<file path="src/rtl/mem_port_arbiter.sv">
// Arbitrates one memory-controller port between instruction fetch and data access, instruction starvation bounded.
// Request to ready takes 2 cycles plus controller latency; requesters hold their request until their one-cycle ready pulse.
module mem_port_arbiter #(
    parameter int STARVE_LIMIT = 4,
    parameter int TIMEOUT      = 255
) (
    input  logic        clk,
    input  logic        rst,
    input  logic        i_req,
    input  logic [24:0] i_addr,
    output logic        i_ready,
    output logic [31:0] i_rdata,
    input  logic        d_req,
    input  logic        d_rw,
    input  logic [1:0]  d_oplen,
    input  logic        d_unsigned,
    input  logic [24:0] d_addr,
    input  logic [31:0] d_wdata,
    output logic        d_ready,
    output logic [31:0] d_rdata,
    output logic        m_enable,
    output logic        m_rw,
    output logic [1:0]  m_oplen,
    output logic        m_unsigned,
    output logic [24:0] m_addr,
    output logic [31:0] m_wdata,
    input  logic        m_valid,
    input  logic [31:0] m_rdata,
    output logic        busy,
    output logic        timeout_err
);

    localparam int              SW         = $clog2(STARVE_LIMIT + 1);
    localparam logic [SW-1:0]   STARVE_MAX = SW'(STARVE_LIMIT);
    localparam logic [7:0]      TO_LAST    = 8'(TIMEOUT - 1);
    localparam logic [31:0]     TO_PATTERN = 32'hDEADBEEF;

    typedef enum logic [1:0] {
        IDLE  = 2'd0,
        GNT_D = 2'd1,
        GNT_I = 2'd2,
        DONE  = 2'd3
    } state_t;

    state_t        state_q, state_d;
    logic [SW-1:0] starve_q, starve_d;
    logic [7:0]    to_cnt_q, to_cnt_d;
    logic          m_enable_q, m_enable_d;
    logic          m_rw_q, m_rw_d;
    logic [1:0]    m_oplen_q, m_oplen_d;
    logic          m_unsigned_q, m_unsigned_d;
    logic [24:0]   m_addr_q, m_addr_d;
    logic [31:0]   m_wdata_q, m_wdata_d;
    logic          i_ready_q, i_ready_d;
    logic          d_ready_q, d_ready_d;
    logic [31:0]   i_rdata_q, i_rdata_d;
    logic [31:0]   d_rdata_q, d_rdata_d;
    logic          terr_q, terr_d;

    logic          data_wins;
    logic          finish;
    logic          expired;

    // Data has priority unless instruction fetch has already waited out STARVE_LIMIT data grants.
    assign data_wins = d_req && !(i_req && (starve_q == STARVE_MAX));
    assign expired   = !m_valid && (to_cnt_q == TO_LAST);
    assign finish    = m_valid || expired;

    always_comb begin
        state_d      = state_q;
        starve_d     = starve_q;
        to_cnt_d     = to_cnt_q;
        m_enable_d   = m_enable_q;
        m_rw_d       = m_rw_q;
        m_oplen_d    = m_oplen_q;
        m_unsigned_d = m_unsigned_q;
        m_addr_d     = m_addr_q;
        m_wdata_d    = m_wdata_q;
        i_ready_d    = 1'b0;
        d_ready_d    = 1'b0;
        i_rdata_d    = i_rdata_q;
        d_rdata_d    = d_rdata_q;
        terr_d       = terr_q;

        case (state_q)
            IDLE: begin
                if (data_wins) begin
                    state_d      = GNT_D;
                    m_enable_d   = 1'b1;
                    m_rw_d       = d_rw;
                    m_oplen_d    = d_oplen;
                    m_unsigned_d = d_unsigned;
                    m_addr_d     = d_addr;
                    m_wdata_d    = d_wdata;
                    to_cnt_d     = 8'd0;
                    if (i_req && (starve_q != STARVE_MAX)) begin
                        starve_d = starve_q + 1'b1;
                    end
                end else if (i_req) begin
                    state_d      = GNT_I;
                    m_enable_d   = 1'b1;
                    m_rw_d       = 1'b0;
                    m_oplen_d    = 2'b11;
                    m_unsigned_d = 1'b1;
                    m_addr_d     = i_addr;
                    m_wdata_d    = 32'd0;
                    to_cnt_d     = 8'd0;
                    starve_d     = '0;
                end
            end
            GNT_D: begin
                if (finish) begin
                    state_d    = DONE;
                    m_enable_d = 1'b0;
                    d_ready_d  = 1'b1;
                    if (expired) begin
                        terr_d    = 1'b1;
                        d_rdata_d = TO_PATTERN;
                    end else if (!m_rw_q) begin
                        d_rdata_d = m_rdata;
                    end
                end else begin
                    to_cnt_d = to_cnt_q + 8'd1;
                end
            end
            GNT_I: begin
                if (finish) begin
                    state_d    = DONE;
                    m_enable_d = 1'b0;
                    i_ready_d  = 1'b1;
                    if (expired) begin
                        terr_d    = 1'b1;
                        i_rdata_d = TO_PATTERN;
                    end else begin
                        i_rdata_d = m_rdata;
                    end
                end else begin
                    to_cnt_d = to_cnt_q + 8'd1;
                end
            end
            DONE: begin
                // The ready pulse is visible this cycle; a request still held now is the one just served.
                state_d = IDLE;
            end
            default: begin
                state_d = IDLE;
            end
        endcase
    end

    always_ff @(posedge clk) begin
        if (rst) begin
            state_q      <= IDLE;
            starve_q     <= '0;
            to_cnt_q     <= 8'd0;
            m_enable_q   <= 1'b0;
            m_rw_q       <= 1'b0;
            m_oplen_q    <= 2'b00;
            m_unsigned_q <= 1'b0;
            m_addr_q     <= 25'd0;
            m_wdata_q    <= 32'd0;
            i_ready_q    <= 1'b0;
            d_ready_q    <= 1'b0;
            i_rdata_q    <= 32'd0;
            d_rdata_q    <= 32'd0;
            terr_q       <= 1'b0;
        end else begin
            state_q      <= state_d;
            starve_q     <= starve_d;
            to_cnt_q     <= to_cnt_d;
            m_enable_q   <= m_enable_d;
            m_rw_q       <= m_rw_d;
            m_oplen_q    <= m_oplen_d;
            m_unsigned_q <= m_unsigned_d;
            m_addr_q     <= m_addr_d;
            m_wdata_q    <= m_wdata_d;
            i_ready_q    <= i_ready_d;
            d_ready_q    <= d_ready_d;
            i_rdata_q    <= i_rdata_d;
            d_rdata_q    <= d_rdata_d;
            terr_q       <= terr_d;
        end
    end

    assign i_ready     = i_ready_q;
    assign i_rdata     = i_rdata_q;
    assign d_ready     = d_ready_q;
    assign d_rdata     = d_rdata_q;
    assign m_enable    = m_enable_q;
    assign m_rw        = m_rw_q;
    assign m_oplen     = m_oplen_q;
    assign m_unsigned  = m_unsigned_q;
    assign m_addr      = m_addr_q;
    assign m_wdata     = m_wdata_q;
    assign busy        = (state_q != IDLE);
    assign timeout_err = terr_q;

endmodule

</file>
<file path="config.mk">
export PLATFORM = sky130hd
export DESIGN_NAME = mem_port_arbiter
export DESIGN_NICKNAME = d
export VERILOG_FILES = /design/src/rtl/mem_port_arbiter.sv
export SDC_FILE = /design/constraint.sdc
export NUM_CORES = 1
export LEC_CHECK = 0
export ABC_AREA = 0
export BUFFER_PORTS_ARGS = -buffer_cell sky130_fd_sc_hd__buf_2
export CAP_MARGIN = 20
export CORE_MARGIN = 3
export CORE_UTILIZATION = 43
export CTS_CLUSTER_SIZE = 14
export DETAILED_ROUTE_END_ITERATION = 8
export GPL_TIMING_DRIVEN = 0
export PLACE_DENSITY = 0.77
export SYNTH_ARGS = -nofsm -noshare
export SYNTH_HDL_FRONTEND = slang
export SYNTH_SLANG_ARGS = --single-unit
</file>
<file path="constraint.sdc">
create_clock -name clk -period 1.8 [get_ports clk]
set_input_delay 0 -clock clk [delete_from_list [all_inputs] [get_ports clk]]
set_output_delay 0 -clock clk [all_outputs]
set_load 0.005 [all_outputs]
</file>
==> results_dict.tcl, run 1 <==
set metrics [dict create \
    outcome "complete, no violations" \
    num_rows 41 \
    syn_area_per_cell_um2 8.92 \
    yosysSeqAreaShare_pct 49.2 \
    setup.reg_to_reg.worst_slack_ns 0.02 \
    worstHoldStart "m_valid" \
    fmax_mhz 563 \
    met2_usage_pct 51.3 \
    synth_ff_type "dfxtp_1" \
    cts_sinks 142 \
    layout_setup_ws_ns 0.0246 \
    layout-area-overhead-vs-synth_pct 58.9 \
    dp.cells 1071 \
    drive_gt1_share_pct 38.3 \
    fin_total_pwr_uw 11200 \
    final_cells 1232 \
    die_h_um 122 \
    gr-max-usage-layer "met2" \
    p_sw_uw 3900 \
    antenna_found_initial 1 \
    first_global_vias 6743 \
    arrival_ns 2.09 \
    r2r_end "to_cnt_q[3]" \
    vdd_drop_max_uv 710 \
    drt_iter0_markers 605 \
    grt_use_met3_pct 9.24 \
    slew_violations 0 \
    final_cell_area_um2 9180 \
    synth_cells 648 \
    cts-htree-levels 4 \
    place_area_um2 7250 \
    required_ns 2.11 \
    cts_tree "yes" \
    wl_per_cell_um 18.6 \
    pwr_density_cell_nw_per_um2 1220 \
    firstDrtPassIters 5 \
    switching_share_pct 34.7 \
    synth.net_count 779 \
    dp_hpwl_um 13500 \
    relSlewSlack_pct 60.0 \
    period_share_pct 98.6 \
    end_kind "register" \
    reg2reg_from "state_q[0]" \
    fin_skew_ns 0.0121 \
    hold_depth 3 \
    grt_max_degree 17 \
    period_needed_ns 1.78 \
    viasPerCell 5.60 \
    cts_root_buf "clkbuf_16" \
    ys_seq_elements 142 \
    intPower_uw 7330 \
    vias 6905 \
    synth_edf_count 0 \
    p_leak_uw 0.00419 \
    dieArea_um2 14900 \
    reg2reg_depth 8 \
    power_frac_seq_pct 37.1 \
    drc 0 \
    min_to "i_ready" \
    gp_congestion 0.875 \
    clkPwrFrac_pct 28.3 \
    track_usage_pct 30.1 \
    cts_max_path_buffers 2 \
    insertion_delay_ns 0.42 \
    io_buffers 251 \
    start_util_pct 44.9 \
    synth_cell_types 50 \
    rsz0062_at_grt "true" \
    crit_type "register to register" \
    ant_nets 0 \
    power_frac_comb_pct 34.7 \
    dp_slack_ns -0.301 \
    ys_warn_count 0 \
    hold_violations 0 \
    syn-cell-area_um2 5780 \
    pin_count 253 \
    hp-class "primary input to register" \
    worst_pin_slew_ns 0.600 \
    setup_viol 0 \
    wl_um 22900 \
    startpoint_type "register" \
    grt_pass1_wl_um 35100 \
    grt_overflow_total 0 \
    ys_async_sr_fraction_pct 0 \
    drv_cap 0 \
    layout.nets 1178 \
    met1_usage_pct 34.6 \
    fp.coreArea_um2 12900 \
    die_x_um 122 \
    critPathMaxFanout 7 \
    cts_buffers 17 \
    path_clk_slew_ns 0.06 \
]
-- cell usage after synthesis, types with 20 or more instances --
master	number	area [µm²]
nand2_1	114	428
clkbuf_1	33	124
o21ai_0	32	160
a31oi_1	35	219
o221a_2	25	282
a211oi_2	20	250
nand3_1	38	190
dfxtp_1	142	2840
inv_1	32	120
a21oi_1	41	205
nor2_1	37	139
-- worst max-delay path, stage by stage (launching register included) --
cell and delay, ns:
dfxtp_2 0.34, inv_2 0.09, ha_4 0.18, or3b_4 0.38
buf_6 0.14, o211ai_4 0.14, buf_6 0.15, nor3_1 0.04
o22a_2 0.22
-- routing by layer --
layer	vias up	wire, µm
met1	3200	8510
met2	515	11000
met3	84	2390
met4	0	998
li1	3106	-
met5	-	0
-- power groups by stage --
| stage | combinational, µW | clock [µW] | sequential, µW |
|---|---|---|---|
| global route | 4230 | 3330 | 4210 |
| detailed placement | 3220 | 0 | 4170 |
| global placement | 3180 | 0 | 4160 |
| floorplan | 1860 | 0 | 4190 |
| CTS | 3550 | 3190 | 4120 |
| finish | 3890 | 3180 | 4170 |
-- through the flow --
step,hold WS (ns),util (%),TNS [ns]
floorplan,0.152,-,0
global placement,0.259,56.3,-8.72
detailed placement,0.263,56.3,-11.13
CTS,0.136,70.2,0
global route,0.119,71.3,-1.02
finish,0.0908,71.3,0
-- flip-flops by register name, indices dropped and copies added, names as in the netlist, 2 cells and up --
name      flops
starve_q      3
d_rdata      32
i_rdata      32
to_cnt_q      8
m_oplen       2
state_q       2
m_addr       25
m_wdata      32
-- placed cells by master (no fill, tap or decap), types with 3 or more instances in the layout --
master	synthesis	final
buf_2	9	257
nor2_1	37	34
a211oi_1	4	4
buf_4	3	12
clkbuf_4	0	6
dlygate4sd3_1	0	121
a31oi_1	35	33
inv_1	32	30
o221a_2	25	25
nand3b_1	9	9
ha_1	8	7
buf_6	3	6
clkbuf_16	0	17
a31o_2	8	8
nand2_1	114	113
and4_1	8	8
clkinv_2	0	3
nor3_1	4	4
dfxtp_1	142	141
o21ai_0	32	31
nand3_1	38	37
clkbuf_2	0	15
clkinv_4	0	4
a21oi_1	41	40
clkbuf_1	33	17
o22a_2	4	4
a211oi_2	20	20
-- worst max path at each step --
stage           startpoint  depth (start not counted)     endpoint
6_report        state_q[0]                          8  to_cnt_q[3]
5_1_grt         state_q[0]                          6  i_rdata[28]
4_1_cts        starve_q[0]                          8  m_wdata[10]
3_5_place_dp    state_q[0]                          6   m_addr[14]
3_3_place_gp    state_q[0]                          6    m_addr[8]
2_1_floorplan   state_q[0]                          8  to_cnt_q[6]
-- cell type report --
cell class              count  area (µm²)
well taps                 172         215
fillers                   860        3690
inverters                  33         124
plain buffers              51         285
repair buffers            382        2550
clock buffers              22         464
clock inverters             9        65.1
flip-flops and latches    142        2840
multi-input cells         420        2630
diodes                      1        2.50
-- what timing repair did --
action / in CTS / in global routing
gates resized for setup: 15 / 60
setup buffers: 3 / 7
hold buffers: 121 / 0
pin swaps: 1 / 5
setup endpoints to repair: 112 / 126
hold endpoints to repair: 128 / 0
-- logic make-up (layout without fill, tap and decap cells) --
| group | Yosys count | after routing | synth area share (%) |
|---|---|---|---|
| buf+inv | 86 | 497 | 6.36 |
| other cells | 0 | 1 | 0 |
| fa+ha+maj | 8 | 8 | 1.73 |
| mux | 3 | 3 | 0.563 |
| simple gates | 226 | 226 | 18.2 |
| compound gates | 183 | 183 | 24.0 |
| flops | 142 | 142 | 49.2 |
(Power assumes the default switching activity.)
==> inputs of run 2 (changes only) <==
==> constraint.sdc (replaced) <==
create_clock -name clk -period 1.6 [get_ports clk]
set_input_delay 0 -clock clk [delete_from_list [all_inputs] [get_ports clk]]
set_output_delay 0 -clock clk [all_outputs]
set_load 0.005 [all_outputs]
==> run 2 against run 1 <==
The flow now finishes with violations (setup timing); cell count grew 1.1%; register-to-register slack got worse by 0.08 ns; sequential cell count unchanged; sequential share of layout area shrank 1.1 points; clock power rose by 24%; global-route usage is 2.0 points higher; total power grew 21%; wire length rose by 12%; first-iteration DRC count is 2.8% lower; critical path depth fell by 2; via count rose by 3.6%; critical endpoint is now to_cnt_q[6]; largest power group is now combinational logic.
==> results_dict.tcl, run 2 (synthesis gave the netlist of run 1 again) <==
set metrics [dict create \
    track_usage_pct 32.1 \
    violations "setup timing" \
    vdd_drop_max_uv 884 \
    cts_max_path_buffers 2 \
    cts-htree-levels 4 \
    grt_pass1_wl_um 37200 \
    startpoint_type "register" \
    num_rows 41 \
    path_clk_slew_ns 0.06 \
    drv_cap 0 \
    ant_nets 0 \
    wl_um 25500 \
    pwr_density_cell_nw_per_um2 1420 \
    crit_type "register to register" \
    antenna_found_initial 0 \
    p_leak_uw 0.00432 \
    outcome "complete, but fails checks" \
    period_share_pct 103 \
    drc 0 \
    fp.coreArea_um2 12900 \
    rsz0062_at_grt "true" \
    reg2reg_from "state_q[1]" \
    cts_buffers 17 \
    fin_total_pwr_uw 13600 \
    hold_violations 0 \
    viasPerCell 5.75 \
    drt_iter0_markers 588 \
    pin_count 253 \
    drive_gt1_share_pct 41.5 \
    cts_tree "yes" \
    end_kind "register" \
    met2_usage_pct 53.7 \
    crit_end "to_cnt_q[6]" \
    met1_usage_pct 35.4 \
    grt_max_degree 17 \
    worst_pin_slew_ns 0.842 \
    setup_viol 5 \
    place_area_um2 7280 \
    period_needed_ns 1.65 \
    gr-max-usage-layer "met2" \
    fin_skew_ns 0.0133 \
    setup.reg_to_reg.worst_slack_ns -0.05 \
    layout_setup_ws_ns -0.0520 \
    hp-class "primary input to register" \
    fill_cells 819 \
    arrival_ns 1.96 \
    dieArea_um2 14900 \
    io_buffers 251 \
    r2r_end "to_cnt_q[6]" \
    dp_hpwl_um 13600 \
    final_common_cell "buf_2" \
    hold_depth 3 \
    first_global_vias 7040 \
    vias 7155 \
    insertion_delay_ns 0.43 \
    relSlewSlack_pct 43.9 \
    wl_per_cell_um 20.5 \
    reg2reg_depth 6 \
    cts_sinks 142 \
    required_ns 1.91 \
    layout.nets 1191 \
    n_antenna_cell 0 \
    slew_violations 0 \
    final_cell_area_um2 9540 \
    fin_hold_ws_ns 0.105 \
    layout-area-overhead-vs-synth_pct 65.0 \
    firstDrtPassIters 5 \
    mostFrequentLayoutCells "256 x buf_2, 137 x dfxtp_1, 121 x dlygate4sd3_1" \
    fmax_mhz 605 \
    grt_overflow_total 0 \
    final_core_util_pct 74.1 \
    die_h_um 122 \
    grt_use_met3_pct 10.9 \
    worstSetupStartpoint "state_q[1]" \
    critPathMaxFanout 7 \
    start_util_pct 44.9 \
    cts_root_buf "clkbuf_16" \
    gp_congestion 0.892 \
    die_x_um 122 \
]
run 2: through the flow:
| stage | setup WS [ns] | std cells | TNS, ns |
|---|---|---|---|
| floorplan | -0.103 | 648 | -0.170 |
| finish | -0.0520 | 1245 | -0.158 |
| global placement | -0.304 | 1071 | -20.96 |
| CTS | -0.0715 | 1235 | -0.305 |
| detailed placement | -0.352 | 1071 | -23.48 |
| global route | -0.119 | 1245 | -0.772 |
run 2: layer usage:
metal / routed length, µm / part of all wire (%)
met5: 0 / 0
met3: 2750 / 11
met1: 8950 / 35
met2: 12200 / 48
met4: 1680 / 6.6
run 2: cell type report:
type | instances | area (µm²) | share of cell area [%]
buffer | 50 | 360 | 3.78
clock buffer | 20 | 447 | 4.68
clock inverter | 12 | 134 | 1.40
inverter | 33 | 128 | 1.34
multi-input combinational | 420 | 2750 | 28.8
sequential | 142 | 2850 | 29.9
tap | 172 | 215 | 2.26
timing repair buffer | 396 | 2660 | 27.8
run 2: how the worst min path moves through the flow:
stage | start | endpoint | slack, ns
after global routing | m_valid | i_rdata[31] | 0.14
final | m_valid | i_ready | 0.10
after global placement | d_oplen[0] | m_oplen[0] | 0.26
after CTS | m_valid | i_rdata[2] | 0.1
after detailed placement | d_wdata[28] | m_wdata[28] | 0.27
after floorplan | d_rw | m_rw | 0.15
run 2: critical path, cell delays in order, from the launching register on:
cell      delay, ns
dfxtp_2        0.32
inv_2          0.09
ha_4           0.16
or3b_4         0.43
o211ai_4       0.16
nor2_2         0.09
a221o_1        0.29
run 2: power breakdown:
part	switching, µW	leakage (µW)	internal, µW
clock network	1600	0.000282	2350
logic	2680	0.00287	2250
registers	444	0.00116	4260
run 2: timing repair:
| action | CTS | global route |
|---|---|---|
| resized for setup | 52 | 69 |
| endpoints found under the setup margin | 129 | 128 |
| hold endpoints to repair | 128 | 0 |
| buffers inserted | 13 | 9 |
| pin swaps | 4 | 9 |
| gates cloned | 0 | 2 |
| hold buffers | 121 | 0 |
==> inputs of run 3 (changes only) <==
--- a/config.mk
+++ b/config.mk
@@ -5,11 +5,11 @@
 export SDC_FILE = /design/constraint.sdc
 export NUM_CORES = 1
 export LEC_CHECK = 0
-export ABC_AREA = 0
+export ABC_AREA = 1
 export BUFFER_PORTS_ARGS = -buffer_cell sky130_fd_sc_hd__buf_2
 export CAP_MARGIN = 20
 export CORE_MARGIN = 3
-export CORE_UTILIZATION = 43
+export CORE_UTILIZATION = 44
 export CTS_CLUSTER_SIZE = 14
 export DETAILED_ROUTE_END_ITERATION = 8
 export GPL_TIMING_DRIVEN = 0
==> run 3 against run 2 <==
The run now ends clean; setup slack improved by 0.085 ns; cell count rose by 15%; sequential power rose by 3%; global-route usage fell by 3.2 points; sequential share of layout area fell by 0.50 points; clock power fell by 1%; clock skew fell by 0.0051 ns; critical path type unchanged; largest cell class unchanged.
==> results_dict.tcl, run 3 <==
set metrics [dict create \
    layout-area-overhead-vs-synth_pct 55.5 \
    ant_nets 0 \
    cts-htree-levels 4 \
    path_clk_slew_ns 0.06 \
    synth_compound_area_share_pct 13.6 \
    layout.nets 1370 \
    dieArea_um2 15600 \
    synth_cell_types 31 \
    synth_ff_type "dfxtp_1" \
    cts_sinks 142 \
    n_antenna_cell 0 \
    crit_type "register to register" \
    drc 0 \
    ys_async_sr_fraction_pct 0 \
    slew_violations 0 \
    p_leak_uw 0.00473 \
    synthAdderAreaFrac_pct 1.61 \
    die_h_um 125 \
    num_rows 42 \
    arrival_ns 1.88 \
    syn-cell-area_um2 6240 \
    vias 7610 \
    grt_max_degree 17 \
    vdd_drop_max_uv 924 \
    power_frac_seq_pct 33.3 \
    mostFrequentLayoutCells "271 x buf_2, 184 x nand2_1, 137 x dfxtp_1" \
    cts_tree "yes" \
    wl_um 24300 \
    final_common_cell "buf_2" \
    fin_hold_ws_ns 0.0515 \
    wl_per_cell_um 17.0 \
    relSlewSlack_pct 59.0 \
    syn_area_per_cell_um2 7.43 \
    ys_seq_elements 142 \
    synth-xor-area-share_pct 0.140 \
    intPower_uw 9160 \
    antenna_found_initial 0 \
    synth_edf_count 0 \
    outcome "complete, no violations" \
    switching_share_pct 36.8 \
    synth.net_count 970 \
    synthSimpleGateAreaFrac_pct 26.0 \
    io_buffers 252 \
    synthTopCellsByCount "186 x nand2_1, 142 x dfxtp_1, 118 x inv_1, 102 x nand3_1, 99 x a21oi_1" \
    synth_top_family_by_area "simple AND/OR/NAND/NOR gates" \
    clkPwrFrac_pct 27.0 \
    synth_area_leader_cell "dfxtp_1" \
    start_util_pct 46.0 \
    dp_slack_ns -0.201 \
    period_share_pct 97.9 \
    pwr_density_cell_nw_per_um2 1490 \
    cts_max_path_buffers 2 \
    insertion_delay_ns 0.43 \
    synth.area.top_cells "dfxtp_1 46%, nand2_1 11%, nand3_1 8.2%, a21oi_1 7.9%, inv_1 7.1%" \
    grt_overflow_total 0 \
    period_needed_ns 1.57 \
    fin_total_pwr_uw 14500 \
    end_kind "register" \
    die_x_um 125 \
    wl_met3_um 2450 \
    synthMuxAreaShare_pct 0 \
    dp.cells 1267 \
    highest_layer "met4" \
    wl_met1_um 9050 \
    drive_gt1_share_pct 30.1 \
    ys_warn_count 0 \
    yosysSeqAreaShare_pct 45.6 \
    power_frac_comb_pct 39.7 \
    setup_viol 0 \
    viasPerCell 5.33 \
    wl_met2_um 11800 \
    hold_violations 0 \
    cts_buffers 17 \
    fin_skew_ns 0.00820 \
    track_usage_pct 28.9 \
    p_sw_uw 5330 \
    final_core_util_pct 71.5 \
    hp-class "primary input to register" \
    drt_iter0_markers 765 \
    fmax_mhz 638 \
    fp.coreArea_um2 13600 \
    gp_congestion 0.832 \
    drv_cap 0 \
    cts_root_buf "clkbuf_16" \
    synth_top_area_share_pct 45.6 \
    critPathMaxFanout 10 \
    required_ns 1.91 \
    first_global_vias 7251 \
    final_cells 1428 \
    post-synth-top-count-cell "nand2_1" \
    worst_pin_slew_ns 0.616 \
    firstDrtPassIters 7 \
    synth_cells 839 \
    layout_setup_ws_ns 0.0331 \
    dp_hpwl_um 14100 \
    startpoint_type "register" \
    grt_pass1_wl_um 36900 \
    pin_count 253 \
]
-- run 3: cell count changes after synthesis, sizes merged, moves of 9 or more --
cell	before	now
nand3	38	105
nor2	37	23
nand4	3	33
o21ai	34	10
a31oi	35	1
clkbuf	33	20
a211oi	24	1
o211ai	3	25
inv	32	120
a21oi	41	109
nand2	114	191
buf	20	44
o221a	25	0
nand3b	9	0
-- run 3: cell families (layout without fill, tap and decap cells) --
group | count (synthesis) | count (layout)
AOI/OAI and AO/OA | 146 | 146
xor gates and xnor gates | 1 | 1
adders and majority gates | 8 | 8
buffers and inverters | 184 | 597
DFF | 142 | 142
and+or+nand+nor | 358 | 358
-- run 3: worst max-delay path, cell delays in order (launching register included) --
cell	delay, ns
dfxtp_2	0.33
inv_1	0.06
ha_1	0.19
nand3_1	0.11
nand2_2	0.10
buf_6	0.15
buf_6	0.14
nand2_2	0.06
nand3_2	0.09
o211ai_1	0.14
inv_1	0.09
-- run 3: area by class of cell --
cell class                 count  area, µm²
buffer                        61        385
clock buffer                  22        464
clock inverter                10        113
fill                         955       3860
inverter                     120        457
multi-input combinational    513       2630
sequential                   142       2850
tap                          176        220
timing repair buffer         384       2580
-- run 3: stage by stage --
| stage | cell area [µm²] | setup TNS [ns] |
|---|---|---|
| 4_1_cts | 9620 | -0.00641 |
| 6_report | 9700 | 0 |
| 5_1_grt | 9700 | -0.256 |
| 3_3_place_gp | 7720 | -5.18 |
| 3_5_place_dp | 7720 | -6.78 |
| 2_1_floorplan | 6240 | 0 |
-- run 3: power groups by stage --
stage | logic [µW] | registers (µW) | clock network [µW]
final | 5750 | 4830 | 3910
after global routing | 6200 | 4900 | 4090
after CTS | 5470 | 4770 | 3920
after detailed placement | 4670 | 4810 | 0
after global placement | 4600 | 4820 | 0
after floorplan | 2920 | 4840 | 0
-- run 3: per-layer routing --
layer  track usage (%)  up-vias
met5                 0        -
li1                  -     3529
met2              49.8      525
met1              33.5     3457
met3              8.40       99
met4              12.1        0
-- run 3: final timing paths --
path	startpoint	to	slack [ns]	depth (start not counted)
worst max-delay path	starve_q[0]	m_addr[17]	0.03	10
worst min-delay path	m_valid	timeout_err	0.05	4
worst max register to register	starve_q[0]	m_addr[17]	0.03	10
worst min register to register	d_rdata[16]	d_rdata[16]	0.44	2
-- run 3: timing repair --
item,in CTS,in global routing
hold buffers,119,0
setup endpoints to repair,105,108
gates resized for setup,20,34
cloned,1,0
setup buffers,8,5
hold endpoints to repair,125,0
pin swaps,4,4
